[src/rtl/xbar_config_loader_if.sv]
// Config stream, status and active-image bundle shared by the tile config port (master)
// and the crossbar config loader (slave).
interface xbar_config_loader_if #(
  parameter int unsigned NUM_OUTS = 54,
  parameter int unsigned SEL_W    = 6,
  parameter int unsigned WORD_W   = 8
);
  localparam int unsigned CFG_W = NUM_OUTS * SEL_W;

  logic              io_cfg_start;
  logic              io_cfg_valid;
  logic              io_cfg_ready;
  logic [WORD_W-1:0] io_cfg_data;
  logic              io_busy;
  logic              io_done;
  logic              io_error;
  logic              io_cfg_loaded;
  logic [CFG_W-1:0]  io_mux_configs;

  modport master (
    output io_cfg_start, io_cfg_valid, io_cfg_data,
    input  io_cfg_ready, io_busy, io_done, io_error, io_cfg_loaded, io_mux_configs
  );

  modport slave (
    input  io_cfg_start, io_cfg_valid, io_cfg_data,
    output io_cfg_ready, io_busy, io_done, io_error, io_cfg_loaded, io_mux_configs
  );
endinterface

[src/rtl/xbar_config_loader.sv]
// Crossbar mux-config writer: assembles a shadow image from a word stream, range-checks every
// selector, and commits the image atomically so the xbar never sees a partial or illegal config.
module xbar_config_loader #(
  parameter int unsigned NUM_INS  = 39,
  parameter int unsigned NUM_OUTS = 54,
  parameter int unsigned SEL_W    = 6,
  parameter int unsigned WORD_W   = 8
) (
  input  logic                 clk,
  input  logic                 reset_n,
  xbar_config_loader_if.slave  bus
);
  localparam int unsigned CFG_W     = NUM_OUTS * SEL_W;
  localparam int unsigned NUM_WORDS = (CFG_W + WORD_W - 1) / WORD_W;
  localparam int unsigned SHADOW_W  = NUM_WORDS * WORD_W;
  localparam int unsigned SH_IDX_W  = $clog2(SHADOW_W);
  localparam int unsigned WCNT_W    = $clog2(NUM_WORDS + 1);
  localparam int unsigned SCNT_W    = $clog2(NUM_OUTS);

  localparam logic [WCNT_W-1:0] LAST_WORD  = WCNT_W'(NUM_WORDS - 1);
  localparam logic [WCNT_W-1:0] WORDS_DONE = WCNT_W'(NUM_WORDS);
  localparam logic [WCNT_W-1:0] WCNT_ONE   = WCNT_W'(1);
  localparam logic [SCNT_W-1:0] LAST_SEL   = SCNT_W'(NUM_OUTS - 1);
  localparam logic [SCNT_W-1:0] SCNT_ONE   = SCNT_W'(1);

  typedef enum logic [1:0] {
    ST_IDLE   = 2'd0,
    ST_LOAD   = 2'd1,
    ST_CHECK  = 2'd2,
    ST_COMMIT = 2'd3
  } state_e;

  function automatic logic sel_illegal(input logic [SEL_W-1:0] sel);
    return (32'(sel) >= 32'(NUM_INS));
  endfunction

  state_e              state_q;
  logic [WCNT_W-1:0]   word_cnt_q;
  logic [SCNT_W-1:0]   sel_cnt_q;
  logic [SHADOW_W-1:0] shadow_q;
  logic [CFG_W-1:0]    mux_q;
  logic                bad_q;
  logic                ready_q;
  logic                busy_q;
  logic                done_q;
  logic                error_q;
  logic                loaded_q;

  logic                xfer_s;
  logic [SH_IDX_W-1:0] word_base_s;
  logic [SH_IDX_W-1:0] sel_base_s;
  logic [SEL_W-1:0]    cur_sel_s;
  logic [SHADOW_W-1:0] shadow_d;

  // Transfer qualification, shadow merge of the incoming word and current selector fetch
  always_comb begin
    xfer_s      = bus.io_cfg_valid & ready_q;
    word_base_s = SH_IDX_W'(word_cnt_q) * SH_IDX_W'(WORD_W);
    sel_base_s  = SH_IDX_W'(sel_cnt_q) * SH_IDX_W'(SEL_W);
    cur_sel_s   = shadow_q[sel_base_s +: SEL_W];
    shadow_d    = shadow_q;
    if (xfer_s) begin
      shadow_d[word_base_s +: WORD_W] = bus.io_cfg_data;
    end else begin
      shadow_d = shadow_q;
    end
  end

  // Loader FSM with all status outputs and the active image held in registers
  always_ff @(posedge clk or negedge reset_n) begin
    if (!reset_n) begin
      state_q    <= ST_IDLE;
      word_cnt_q <= '0;
      sel_cnt_q  <= '0;
      shadow_q   <= '0;
      mux_q      <= '0;
      bad_q      <= 1'b0;
      ready_q    <= 1'b0;
      busy_q     <= 1'b0;
      done_q     <= 1'b0;
      error_q    <= 1'b0;
      loaded_q   <= 1'b0;
    end else begin
      done_q <= 1'b0;
      case (state_q)
        ST_IDLE: begin
          ready_q <= 1'b0;
          busy_q  <= 1'b0;
        end
        ST_LOAD: begin
          // One idle cycle after the final word, with ready already low, before checking starts
          if (word_cnt_q == WORDS_DONE) begin
            state_q   <= ST_CHECK;
            sel_cnt_q <= '0;
          end else if (xfer_s) begin
            shadow_q   <= shadow_d;
            word_cnt_q <= word_cnt_q + WCNT_ONE;
            if (word_cnt_q == LAST_WORD) begin
              ready_q <= 1'b0;
            end
          end
        end
        ST_CHECK: begin
          if (sel_illegal(cur_sel_s)) begin
            bad_q <= 1'b1;
          end
          if (sel_cnt_q == LAST_SEL) begin
            state_q <= ST_COMMIT;
          end else begin
            sel_cnt_q <= sel_cnt_q + SCNT_ONE;
          end
        end
        ST_COMMIT: begin
          if (!bad_q) begin
            mux_q    <= shadow_q[CFG_W-1:0];
            loaded_q <= 1'b1;
          end else begin
            error_q <= 1'b1;
          end
          done_q  <= 1'b1;
          busy_q  <= 1'b0;
          state_q <= ST_IDLE;
        end
        default: begin
          state_q <= ST_IDLE;
          ready_q <= 1'b0;
          busy_q  <= 1'b0;
        end
      endcase

      // Start overrides everything above; a commit in flight still lands and keeps its verdict
      if (bus.io_cfg_start) begin
        state_q    <= ST_LOAD;
        word_cnt_q <= '0;
        shadow_q   <= '0;
        bad_q      <= 1'b0;
        ready_q    <= 1'b1;
        busy_q     <= 1'b1;
        if (state_q != ST_COMMIT) begin
          error_q <= 1'b0;
        end
      end
    end
  end

  assign bus.io_cfg_ready   = ready_q;
  assign bus.io_busy        = busy_q;
  assign bus.io_done        = done_q;
  assign bus.io_error       = error_q;
  assign bus.io_cfg_loaded  = loaded_q;
  assign bus.io_mux_configs = mux_q;

endmodule

[src/flat_wrapper.sv]
// flat-port wrapper written by rule: the top's interface ports become plain ports
module xbar_config_loader_flat 
#(
  parameter int unsigned NUM_INS  = 39,
  parameter int unsigned NUM_OUTS = 54,
  parameter int unsigned SEL_W    = 6,
  parameter int unsigned WORD_W   = 8
)
  (clk, reset_n, bus_io_cfg_start, bus_io_cfg_valid, bus_io_cfg_data, bus_io_cfg_ready, bus_io_busy, bus_io_done, bus_io_error, bus_io_cfg_loaded, bus_io_mux_configs);
  xbar_config_loader_if #(.NUM_OUTS(NUM_OUTS), .SEL_W(SEL_W), .WORD_W(WORD_W)) bus_i ();
  input  logic clk;
  input  logic reset_n;
  input wire logic [$bits(bus_i.io_cfg_start)-1:0] bus_io_cfg_start;
  input wire logic [$bits(bus_i.io_cfg_valid)-1:0] bus_io_cfg_valid;
  input wire logic [$bits(bus_i.io_cfg_data)-1:0] bus_io_cfg_data;
  output wire logic [$bits(bus_i.io_cfg_ready)-1:0] bus_io_cfg_ready;
  output wire logic [$bits(bus_i.io_busy)-1:0] bus_io_busy;
  output wire logic [$bits(bus_i.io_done)-1:0] bus_io_done;
  output wire logic [$bits(bus_i.io_error)-1:0] bus_io_error;
  output wire logic [$bits(bus_i.io_cfg_loaded)-1:0] bus_io_cfg_loaded;
  output wire logic [$bits(bus_i.io_mux_configs)-1:0] bus_io_mux_configs;
  assign bus_i.io_cfg_start = bus_io_cfg_start;
  assign bus_i.io_cfg_valid = bus_io_cfg_valid;
  assign bus_i.io_cfg_data = bus_io_cfg_data;
  assign bus_io_cfg_ready = bus_i.io_cfg_ready;
  assign bus_io_busy = bus_i.io_busy;
  assign bus_io_done = bus_i.io_done;
  assign bus_io_error = bus_i.io_error;
  assign bus_io_cfg_loaded = bus_i.io_cfg_loaded;
  assign bus_io_mux_configs = bus_i.io_mux_configs;
  xbar_config_loader #(.NUM_INS(NUM_INS), .NUM_OUTS(NUM_OUTS), .SEL_W(SEL_W), .WORD_W(WORD_W)) u_core (.clk(clk), .reset_n(reset_n), .bus(bus_i));
endmodule
[config.mk]
export PLATFORM = sky130hd
export DESIGN_NAME = xbar_config_loader_flat
export DESIGN_NICKNAME = d
export VERILOG_FILES = /design/src/rtl/xbar_config_loader_if.sv /design/src/rtl/xbar_config_loader.sv /design/src/flat_wrapper.sv
export SDC_FILE = /design/constraint.sdc
export NUM_CORES = 1
export LEC_CHECK = 0
export BUFFER_PORTS_ARGS = -buffer_cell sky130_fd_sc_hd__buf_2
export CORE_AREA = 2 2 236 238
export CTS_BUF_LIST = sky130_fd_sc_hd__clkbuf_16
export CTS_CLUSTER_DIAMETER = 120
export DETAILED_ROUTE_END_ITERATION = 7
export DIE_AREA = 0 0 238 240
export PLACE_DENSITY_LB_ADDON = 0.1
export SYNTH_ARGS = -nofsm -noshare
export SYNTH_HDL_FRONTEND = slang
export SYNTH_SLANG_ARGS = --single-unit
[constraint.sdc]
create_clock -name clk -period 3.4 [get_ports clk]
set_clock_uncertainty 0.2 [all_clocks]
set_input_delay 0.68 -clock clk [delete_from_list [all_inputs] [get_ports clk]]
set_output_delay 0.68 -clock clk [all_outputs]
set_load 0.02 [all_outputs]
==> results of run 1 <==
==> critical path, cell delays in order (launching register included) <==
cell and delay (ps):
dfrtp_1 380, buf_4 200, or4_4 460, o21a_1 250, nor4b_4 350, and2_2 430, nand2_1 390, nand3b_1 210
o21ai_0 90
==> path summary, 6_finish.rpt <==
kind	start	slack, ps	to	cells after the start
worst min register to register	u_core.bus.io_cfg_loaded$_DFFE_PN0P_	280	u_core.bus.io_cfg_loaded$_DFFE_PN0P_	1
min in group asynchronous	reset_n	480	u_core.bus.io_mux_configs[112]$_DFFE_PN0P_	2
max in group asynchronous	reset_n	1570	u_core.bus.io_mux_configs[170]$_DFFE_PN0P_	3
worst min-delay path	bus_io_cfg_start	270	u_core.shadow_q[7]$_DFFE_PN0P_	2
worst max register to register	u_core.word_cnt_q[0]$_DFFE_PN0P_	290	u_core.shadow_q[154]$_DFFE_PN0P_	8
worst max-delay path	u_core.word_cnt_q[0]$_DFFE_PN0P_	290	u_core.shadow_q[154]$_DFFE_PN0P_	8
==> synth_stat cells (22+ instances only) <==
cell        n  share of area
mux2i_1   136          0.047
nand3b_1   38         0.0099
nand2_1   200          0.026
buf_2      22         0.0038
nor2_1    169          0.022
nand3_1   104          0.018
buf_1      29         0.0038
a21oi_1   133          0.023
mux2_2    332           0.13
nor3_1     28         0.0049
a22o_1     60          0.018
o21ai_0   106          0.018
dfrtp_1   672           0.59
clkbuf_1  123          0.016
==> stage by stage <==
step	power (mW)	hold WS (ps)
floorplan	9.91	184
global placement	11.0	246
detailed placement	11.0	278
CTS	18.3	239
global route	18.8	269
finish	18.2	268
==> cell type report <==
class                           instances  area (sq um)  area share
Clock inverter                         48           315     0.00928
Sequential cell                       672         16800       0.495
Clock buffer                           73          1830      0.0538
Multi-Input combinational cell       1533         11200       0.331
Tap cell                              704           881      0.0259
Inverter                               11          41.3     0.00122
Timing Repair Buffer                  458          2830      0.0834
Antenna cell                            2          5.00    0.000147
==> sequential cells by signal (all words and copies together), names as in the netlist <==
name,cells
u_core.bad_q,1
u_core.bus.io_busy,1
u_core.bus.io_cfg_loaded,1
u_core.bus.io_cfg_ready,1
u_core.bus.io_done,1
u_core.bus.io_error,1
u_core.bus.io_mux_configs,324
u_core.sel_cnt_q,6
u_core.shadow_q,328
u_core.state_q,2
u_core.word_cnt_q,6
==> routing by layer <==
layer	routed length, microns	share of wire	up-vias
li1	-	-	9203
met4	3300	0.037	4
met1	38000	0.43	10800
met2	40800	0.46	830
met5	23	0.00026	-
met3	6070	0.069	187
==> timing repair <==
| item | in CTS | in global routing |
|---|---|---|
| hold buffers | 1 | 0 |
| pin swaps | 0 | 1 |
| setup buffers | 0 | 1 |
| cloned | 0 | 0 |
| endpoints found under the hold margin | 51 | 0 |
| endpoints found under the setup margin | 1 | 63 |
| gates resized for setup | 1 | 3 |
==> where the power goes <==
group,switching (mW),internal [mW]
clock network,3.14,4.17
logic,1.78,0.888
registers,0.116,8.09
==> logic make-up (layout without fill, tap and decap cells) <==
| logic type | count (synthesis) | count (layout) | synth area share |
|---|---|---|---|
| DFF | 672 | 672 | 0.585 |
| and+or+nand+nor | 653 | 653 | 0.110 |
| muxes | 486 | 486 | 0.192 |
| AOI/OAI and AO/OA | 380 | 380 | 0.0826 |
| buffers and inverters | 186 | 590 | 0.0255 |
| adders and majority gates | 8 | 8 | 0.00348 |
| xor gates and xnor gates | 6 | 6 | 0.00183 |
| other | 0 | 2 | 0 |
==> flow_summary.toml, run 1 <==
[route]
first_pass_iters = 5
drtIter0Drc = 1526
ant_nets = 0
wl_mm = 88.1
drc = 0
vias_per_cell = 6.00
vias = 21000
wire_per_inst_microns = 25.2

[finish]
layout-drive-gt1-share = 0.335
utilization = 0.621
nets = 2766
final_cells = 3501
final_cell_area_sq_mm = 0.0340
final_common_cell = "dfrtp_1"
area_growth_syn_to_layout_pct = 18.2
layout_common_cells = "dfrtp_1 (671), buf_2 (338), mux2_2 (332)"
nFillCells = 4431

[sta]
worst_slack_ps = 291
rsz0062_at_grt = "no"
finalSetupTns_ps = 0
worst_pin_slew_ps = 875
finalSetupViolations = 0
fmax_ghz = 0.322
fin_crit_sh = 0.914
hold_viol = 0
slew_headroom = 0.415
timing.final.crit_period_ps = 3110
final_max_slew_viol_count = 0

[global_routing]
antenna_found_initial = 5
grt_use_met2 = 0.476
met3_usage = 0.0542
track_usage = 0.309
grt_pass1_vias = 21000
grtUsageMet1 = 0.437
grt_pass1_wl_mm = 132
overflow = 0
grt_busiest_layer = "met2"
grt_max_degree = 106

[power_and_ir_drop]
vdd_ir_drop_max_uv = 388
p_per_area_mw_per_mm2 = 535
power_leakage_nw = 17.3

[clock_network]
tritoncts = "built"
clock_path_buffers = 3
cts_buffers = 70
cts_sinks = 672
path_clk_slew_ps = 70
htree_levels = 3
root_buffer = "clkbuf_16"
clk_latency_ps = 610

[synth]
synth_warnings = 0
seq_area_frac_synth = 0.585
syn_area_per_cell_sq_um = 12.0
synthArstFlopShare = 1.00
synth_area_sq_mm = 0.0287
ys_seq_elements = 672
ys_types = 69
synth-edff-count = 0
synth-main-ff-cell = "dfrtp_1"
synthCells = 2391
synth_nets = 2411

[die]
die_h_microns = 240
die_area_sq_mm = 0.0571
rows = 86
core_sq_mm = 0.0547
start_util = 0.526
chipWidth_microns = 238
ios = 341

[placed_design]
placed_cells = 3376
place.gp.congestion = 0.885
dp_hpwl_mm = 61.7
dp_slack_ps = 18.0
placement.io_buffers = 340
placed_cell_area_sq_mm = 0.0318

[setup_path]
end_kind = "flip-flop"
cp.arrival_ps = 3370
cp_max_fo = 15
crit_type = "reg -> reg"
start_kind = "flip-flop"
cp.required_ps = 3670

[outcome]
status = "finished clean"

[hold_path]
hp-class = "in -> reg"

[job]
maxCapViolCount = 0
No activity file was read; power rests on OpenSTA's default activity.
==> run 2: changes to the inputs <==
Settings changed: RECOVER_POWER set to 100.
==> flow_summary.toml, run 2 (synthesis gave the netlist of run 1 again) <==
[sta]
hold_viol = 0
rsz0062_at_grt = "no"
finalSetupViolations = 0
fin_crit_sh = 0.935
timing.final.crit_period_ps = 3180
worst_slack_ps = 220
slew_headroom = -0.157
final_max_slew_viol_count = 303
fmax_ghz = 0.314
finalSetupTns_ps = 0
worst_pin_slew_ps = 1740

[finish]
layout_common_cells = "dfrtp_1 (671), clkbuf_1 (350), mux2_2 (332)"
nFillCells = 4647
nets = 2766
layout-drive-gt1-share = 0.205
largest_register = "u_core.shadow_q"
final_common_cell = "dfrtp_1"
area_growth_syn_to_layout_pct = 15.6
largest_reg_flops = 328

[setup_path]
cp.arrival_ps = 3430
crit_type = "reg -> reg"
setup.worst_path.start = "u_core.word_cnt_q[0]$_DFFE_PN0P_"
cp.required_ps = 3650
start_kind = "flip-flop"
regToRegStartpoint = "u_core.word_cnt_q[0]$_DFFE_PN0P_"
end_kind = "flip-flop"
cp_max_fo = 15

[die]
die_h_microns = 240
ios = 341
start_util = 0.526
core_sq_mm = 0.0547
chipWidth_microns = 238
die_area_sq_mm = 0.0571
rows = 86

[route]
drtIter0Drc = 1480
vias_per_cell = 6.02
wire_per_inst_microns = 25.2
vias = 21100
ant_nets = 0
first_pass_iters = 5
wl_mm = 88.2
drc = 0

[global_routing]
grt_pass1_vias = 21000
grt_pass1_wl_mm = 132
antenna_found_initial = 5
grt_max_degree = 106
track_usage = 0.309
overflow = 0

[placed_design]
dp_slack_ps = 18.0
dp_hpwl_mm = 61.7
placement.io_buffers = 340
place.gp.congestion = 0.885

[clock_network]
tritoncts = "built"
root_buffer = "clkbuf_16"
htree_levels = 3
cts_sinks = 672
clock_path_buffers = 3
path_clk_slew_ps = 70
cts_buffers = 70
clk_latency_ps = 610

[power_and_ir_drop]
power_leakage_nw = 15.7
p_per_area_mw_per_mm2 = 545
vdd_ir_drop_max_uv = 387

[hold_path]
hp-class = "in -> reg"
min_from = "bus_io_cfg_start"

[job]
maxCapViolCount = 6

[outcome]
status = "finished, violations left"
violations = "capacitance limit, slew limit"
-- run 2: cell type report --
type | count | area [sq um] | area share
tap | 704 | 881 | 0.0265
clock buffer | 73 | 1830 | 0.0550
inverter | 11 | 41.3 | 0.00124
multi-input combinational | 1533 | 11200 | 0.336
timing repair buffer | 458 | 2170 | 0.0652
clock inverter | 48 | 315 | 0.00949
antenna | 2 | 5.00 | 0.000151
sequential | 672 | 16800 | 0.506
-- run 2: path summary, 6_finish.rpt --
kind	slack [ps]	end	cells past startpoint
worst max-delay path	220	u_core.shadow_q[237]$_DFFE_PN0P_	8
min in group asynchronous	450	u_core.bus.io_mux_configs[114]$_DFFE_PN0P_	2
worst min-delay path	260	u_core.shadow_q[7]$_DFFE_PN0P_	2
max in group asynchronous	440	u_core.shadow_q[60]$_DFFE_PN0P_	3
worst max register to register	220	u_core.shadow_q[237]$_DFFE_PN0P_	8
worst min register to register	290	u_core.bus.io_cfg_loaded$_DFFE_PN0P_	1
-- run 2: critical path: stages, from the launching register on --
cell and delay (ps):
dfrtp_1 370, buf_4 200, or4_4 460, o21a_1 230, nor3_2 460, nand2_2 310, or3_4 530, mux2i_1 180
nor2_1 70
-- run 2: report_power, final --
part	internal, mW	switching [mW]
logic	0.828	1.76
clock network	4.17	3.14
registers	8.09	0.119
-- run 2: stage by stage --
stage	util	hold slack [ps]	cells	area, sq um	power, mW
after floorplan	-	184	2391	28700	9.91
after global placement	0.581	246	3376	31800	11.0
after detailed placement	0.581	278	3376	31800	11.0
after CTS	0.621	239	3498	33900	18.3
after global routing	0.608	267	3501	33200	18.7
final	0.608	261	3501	33200	18.1
-- run 2: repair_timing --
item | CTS | global route
hold buffers | 1 | 0
endpoints found under the setup margin | 1 | 63
pin swaps | 0 | 1
setup buffers | 0 | 1
hold endpoints to repair | 51 | 0
gates resized for setup | 1 | 3
-- run 2: per-layer routing --
metal / GRT usage / vias up / part of all wire
met4: 0.126 / 4 / 0.041
met2: 0.476 / 827 / 0.46
met3: 0.0542 / 194 / 0.070
li1: - / 9213 / -
met5: 0 / - / 0.00040
met1: 0.437 / 10800 / 0.43
